**config.mk**
```make
export PLATFORM = sky130hd
export DESIGN_NAME = forward_hazard_ctrl
export DESIGN_NICKNAME = d
export VERILOG_FILES = /design/src/rtl/forward_hazard_ctrl.sv
export SDC_FILE = /design/constraint.sdc
export NUM_CORES = 1
export LEC_CHECK = 0
export BUFFER_PORTS_ARGS = -buffer_cell sky130_fd_sc_hd__buf_2
export CAP_MARGIN = 20
export CORE_MARGIN = 4
export CORE_UTILIZATION = 35
export DETAILED_ROUTE_END_ITERATION = 12
export SLEW_MARGIN = 0
export SYNTH_ARGS = -nofsm -noshare
export SYNTH_HDL_FRONTEND = slang
export SYNTH_SLANG_ARGS = --single-unit
```
**constraint.sdc**
```tcl
create_clock -name clk -period 1.6 [get_ports clk]
set_input_delay 0.08 -clock clk [delete_from_list [all_inputs] [get_ports clk]]
set_output_delay 0.08 -clock clk [all_outputs]
set_load 0.02 [all_outputs]
```
**src/rtl/forward_hazard_ctrl.sv**
```systemverilog
// EX operand forwarding selects plus load-use stall, tracked from shadow EX/MEM/WB destination state.
// Forward selects come from registered state only; stall is combinational from ID + EX; flush overrides stall.
module forward_hazard_ctrl #(
    parameter int unsigned REG_ADDR_W = 5,
    parameter int unsigned ZERO_REG   = 0
) (
    input  logic                  clk,
    input  logic                  rst,
    input  logic [REG_ADDR_W-1:0] id_rs,
    input  logic [REG_ADDR_W-1:0] id_rt,
    input  logic [REG_ADDR_W-1:0] id_rd,
    input  logic                  id_regwrite,
    input  logic                  id_memread,
    input  logic                  id_uses_rt,
    input  logic                  flush,
    output logic [1:0]            ex_fwd_a,
    output logic [1:0]            ex_fwd_b,
    output logic                  stall
);

    localparam logic [REG_ADDR_W-1:0] ZR = REG_ADDR_W'(ZERO_REG);

    typedef struct packed {
        logic [REG_ADDR_W-1:0] rs;
        logic [REG_ADDR_W-1:0] rt;
        logic [REG_ADDR_W-1:0] rd;
        logic                  regwrite;
        logic                  memread;
    } ex_sh_t;

    typedef struct packed {
        logic [REG_ADDR_W-1:0] rd;
        logic                  regwrite;
    } dst_sh_t;

    ex_sh_t  ex_q, ex_d;
    dst_sh_t mem_q, mem_d;
    dst_sh_t wb_q, wb_d;

    logic mem_hit_a, mem_hit_b, wb_hit_a, wb_hit_b;
    logic ex_is_load;

    always_comb begin
        mem_hit_a  = mem_q.regwrite && (mem_q.rd != ZR) && (mem_q.rd == ex_q.rs);
        mem_hit_b  = mem_q.regwrite && (mem_q.rd != ZR) && (mem_q.rd == ex_q.rt);
        wb_hit_a   = wb_q.regwrite  && (wb_q.rd  != ZR) && (wb_q.rd  == ex_q.rs);
        wb_hit_b   = wb_q.regwrite  && (wb_q.rd  != ZR) && (wb_q.rd  == ex_q.rt);

        // MEM is the youngest producer, so it wins over WB
        ex_fwd_a = 2'b00;
        if (mem_hit_a)     ex_fwd_a = 2'b01;
        else if (wb_hit_a) ex_fwd_a = 2'b10;

        ex_fwd_b = 2'b00;
        if (mem_hit_b)     ex_fwd_b = 2'b01;
        else if (wb_hit_b) ex_fwd_b = 2'b10;

        ex_is_load = ex_q.memread && ex_q.regwrite && (ex_q.rd != ZR);
        stall      = ex_is_load && !flush &&
                     ((ex_q.rd == id_rs) || (id_uses_rt && (ex_q.rd == id_rt)));
    end

    always_comb begin
        ex_d = '{rs: ZR, rt: ZR, rd: ZR, regwrite: 1'b0, memread: 1'b0};
        if (!stall && !flush) begin
            ex_d.rs       = id_rs;
            ex_d.rt       = id_rt;
            ex_d.rd       = id_rd;
            ex_d.regwrite = id_regwrite;
            ex_d.memread  = id_memread;
        end
        // MEM/WB keep advancing even while a bubble is injected into EX
        mem_d.rd       = ex_q.rd;
        mem_d.regwrite = ex_q.regwrite;
        wb_d           = mem_q;
    end

    always_ff @(posedge clk) begin
        if (rst) begin
            ex_q  <= '{rs: ZR, rt: ZR, rd: ZR, regwrite: 1'b0, memread: 1'b0};
            mem_q <= '{rd: ZR, regwrite: 1'b0};
            wb_q  <= '{rd: ZR, regwrite: 1'b0};
        end else begin
            ex_q  <= ex_d;
            mem_q <= mem_d;
            wb_q  <= wb_d;
        end
    end

endmodule

```
==> flow_summary.ini <==
[status]
status = finished, violations left
violations = negative setup slack

[power]
power_uw = 1500
vdd_drop_max_v = 0.000521
power.density_nw_per_um2 = 875
power_leakage_uw = 0.000760

[logic_synthesis]
ys_seq_elements = 29
syn_area_per_cell_sq_um = 9.55
yosys.area.top_type = dfxtp_1
synth_edf_count = 0
yosys_warnings = 0
yosysUniqueCellTypes = 25
syn_area_sq_um = 1290
ys.flop_type = dfxtp_1
ys_async_sr_fraction_pct = 0
synth_cells = 135
netlist.area_leader.share_pct = 45.0
synth_area_leaders = dfxtp_1, xnor2_1, xor2_1
yosysSeqAreaShare_pct = 45.0
syn_nets = 156

[critical_path]
critPathMostFrequentCell = or4_4
rr_startpoint = ex_q[2]$_SDFF_PP0_
crit_start = wb_q[4]$_SDFF_PP0_
crit_arrival_ns = 1.80
crit_path_cell_trace = or4_4, o21ai_2, or4_4, nor4_4, buf_4
critical_path_class = flop to output port
crit_required_ns = 1.52
r2r_cells = 5
crit_family = simple AND/OR/NAND/NOR gates
max_stage_delay_ns = 0.54
cp_num_buf_inv = 1
rr_endpoint = ex_q[13]$_SDFF_PP0_
worstSetupEndpointType = output port
slowest_stage = or4_4
r2r_slack_ns = 0.34
critical_path.startpoint_type = flop
cp_max_fo = 2

[floorplanning]
initial_utilization_pct = 37.4
placementRows = 21
fp.dieH_um = 68.7
design.core.area_sq_um = 3440
die_area_sq_um = 4720
die_w_um = 68.7
ios = 26

[place]
post-place-ws_ns = -0.0751
portBuffers = 25
gp_congestion = 0.818
dp_hpwl_mm = 2.13
place_area_sq_um = 1520
dp.cells = 208

[clock_network]
cts.sinks = 29
clk-insertion-delay-late_ns = 0.28
clk_pin_slew_ns = 0.06
cts_tree = built
cts_max_path_buffers = 2
cts_root_buf = clkbuf_8
numCtsBuffers = 5
htreeDepth = 2

[sta]
rsz0062_at_grt = yes
tns_ns = -0.791
fmax_mhz = 532
slew_viol_final = 0
skew_ns = 0.00462
worstMarginPinSlew_ns = 0.403
final_hold_viol_count = 0
fin_crit_sh_pct = 118
finalSetupViolCount = 4
max_slew_margin_pct = 73.0
finalCriticalPeriod_ns = 1.88
fin_ws_ns = -0.281

[global_routing]
grt_start_max_net_pins = 15
antenna_found_initial = 0
grt-ovfl-total = 0
grt.total_usage_pct = 13.4
grt_pass1_wl_mm = 4.38
grt_pass1_vias = 1032

[route]
antenna_left = 0
drc = 0
vias = 1009
drt-vias-per-instance = 4.59
dr.first_iter.drc_count = 10
first_pass_iters = 4
post_drt_wl_per_cell_um = 12.8
drt_wl_total_mm = 2.82

[layout]
diodes = 0
area_growth_pct = 33.3
design_area_sq_um = 1720
nets = 194
final_cell_count_no_fill = 220
drive_above_1_share_pct = 38.5
fillers = 344

[hold_path]
hp-class = input pin to flop
min-delay-start = id_rd[1]
holdPathEnd = ex_q[3]$_SDFF_PP0_
min_path_cells = 3

[run]
cap_violations = 0
## synth_stat cells (2+ instances only)
master	number
a21oi_1	7
buf_4	2
dfxtp_1	29
a211oi_1	10
nor2_1	2
nor4_1	2
nor2b_1	12
nand2_1	10
nor4_2	2
xnor2_1	16
or4_1	4
inv_1	10
xor2_1	14
buf_2	2
nand3_1	3
## per-layer routing
metal / track usage, % / routed length [um] / vias to the layer above
li1: - / - / 522
met1: 11.9 / 1110 / 451
met2: 25.4 / 1460 / 29
met3: 5.51 / 188 / 7
met4: 6.70 / 59 / 0
met5: 0 / 0 / -
## cells by family (layout without fill, tap and decap cells)
logic type	after synthesis	after routing	share of synthesized area, %
DFF	29	29	45.0
AOI/OAI and AO/OA	21	21	11.6
xor gates and xnor gates	30	30	20.4
and+or+nand+nor	39	39	17.6
buffers and inverters	16	55	5.44
## layout make-up
| class | count | area (sq um) | area share, % |
|---|---|---|---|
| sequential | 29 | 593 | 34.5 |
| multi-input combinational | 90 | 719 | 41.9 |
| clock buffer | 6 | 72.6 | 4.22 |
| clock inverter | 2 | 10.0 | 0.583 |
| tap | 46 | 57.6 | 3.35 |
| inverter | 10 | 37.5 | 2.18 |
| timing repair buffer | 37 | 228 | 13.3 |
## timing repair
item,4_1_cts,5_1_grt
resized for setup,20,5
hold buffers,1,0
endpoints found under the hold margin,1,0
pin swaps,1,0
endpoints found under the setup margin,5,5
setup buffers,1,2
## metrics by stage
| step | util (%) | hold WS (ns) |
|---|---|---|
| finish | 49.9 | 0.00450 |
| CTS | 48.9 | 0.00112 |
| detailed placement | 44.1 | 0.303 |
| floorplan | - | 0.152 |
| global placement | 44.1 | 0.298 |
| global route | 49.9 | 0.0128 |
## flip-flops by register name (all words and copies together), names as in the netlist
| name | count |
|---|---|
| ex_q | 17 |
| mem_q | 6 |
| wb_q | 6 |
## how the worst max path moves through the flow
stage                  endpoint  slack (ns)  cells after the start
global placement    ex_fwd_a[1]       -0.03                      5
floorplan           ex_fwd_a[1]        0.02                      4
global route        ex_fwd_b[1]       -0.34                      5
finish              ex_fwd_a[1]       -0.28                      5
detailed placement  ex_fwd_b[1]       -0.08                      5
CTS                 ex_fwd_a[1]       -0.29                      5
## where the power goes
group | switching, uW | internal, uW
logic | 83.0 | 83.2
clock network | 265 | 300
registers | 24.3 | 748
total | 372 | 1130
## tightest hold or removal path, stage by stage
cell and delay [ns]:
buf_2 0.09, nand2_1 0.04, a21oi_1 0.03
## placed cells by master, fill, tap and decap left out, drive strengths merged, types with 6 or more instances in the layout
cell | synthesis | routed
buf | 5 | 36
dfxtp | 29 | 29
xnor2 | 16 | 16
xor2 | 14 | 14
nor2b | 12 | 12
a211oi | 11 | 11
nand2 | 10 | 10
inv | 10 | 10
a21oi | 7 | 7
clkbuf | 1 | 6
No activity file was read; power rests on OpenSTA's default activity.
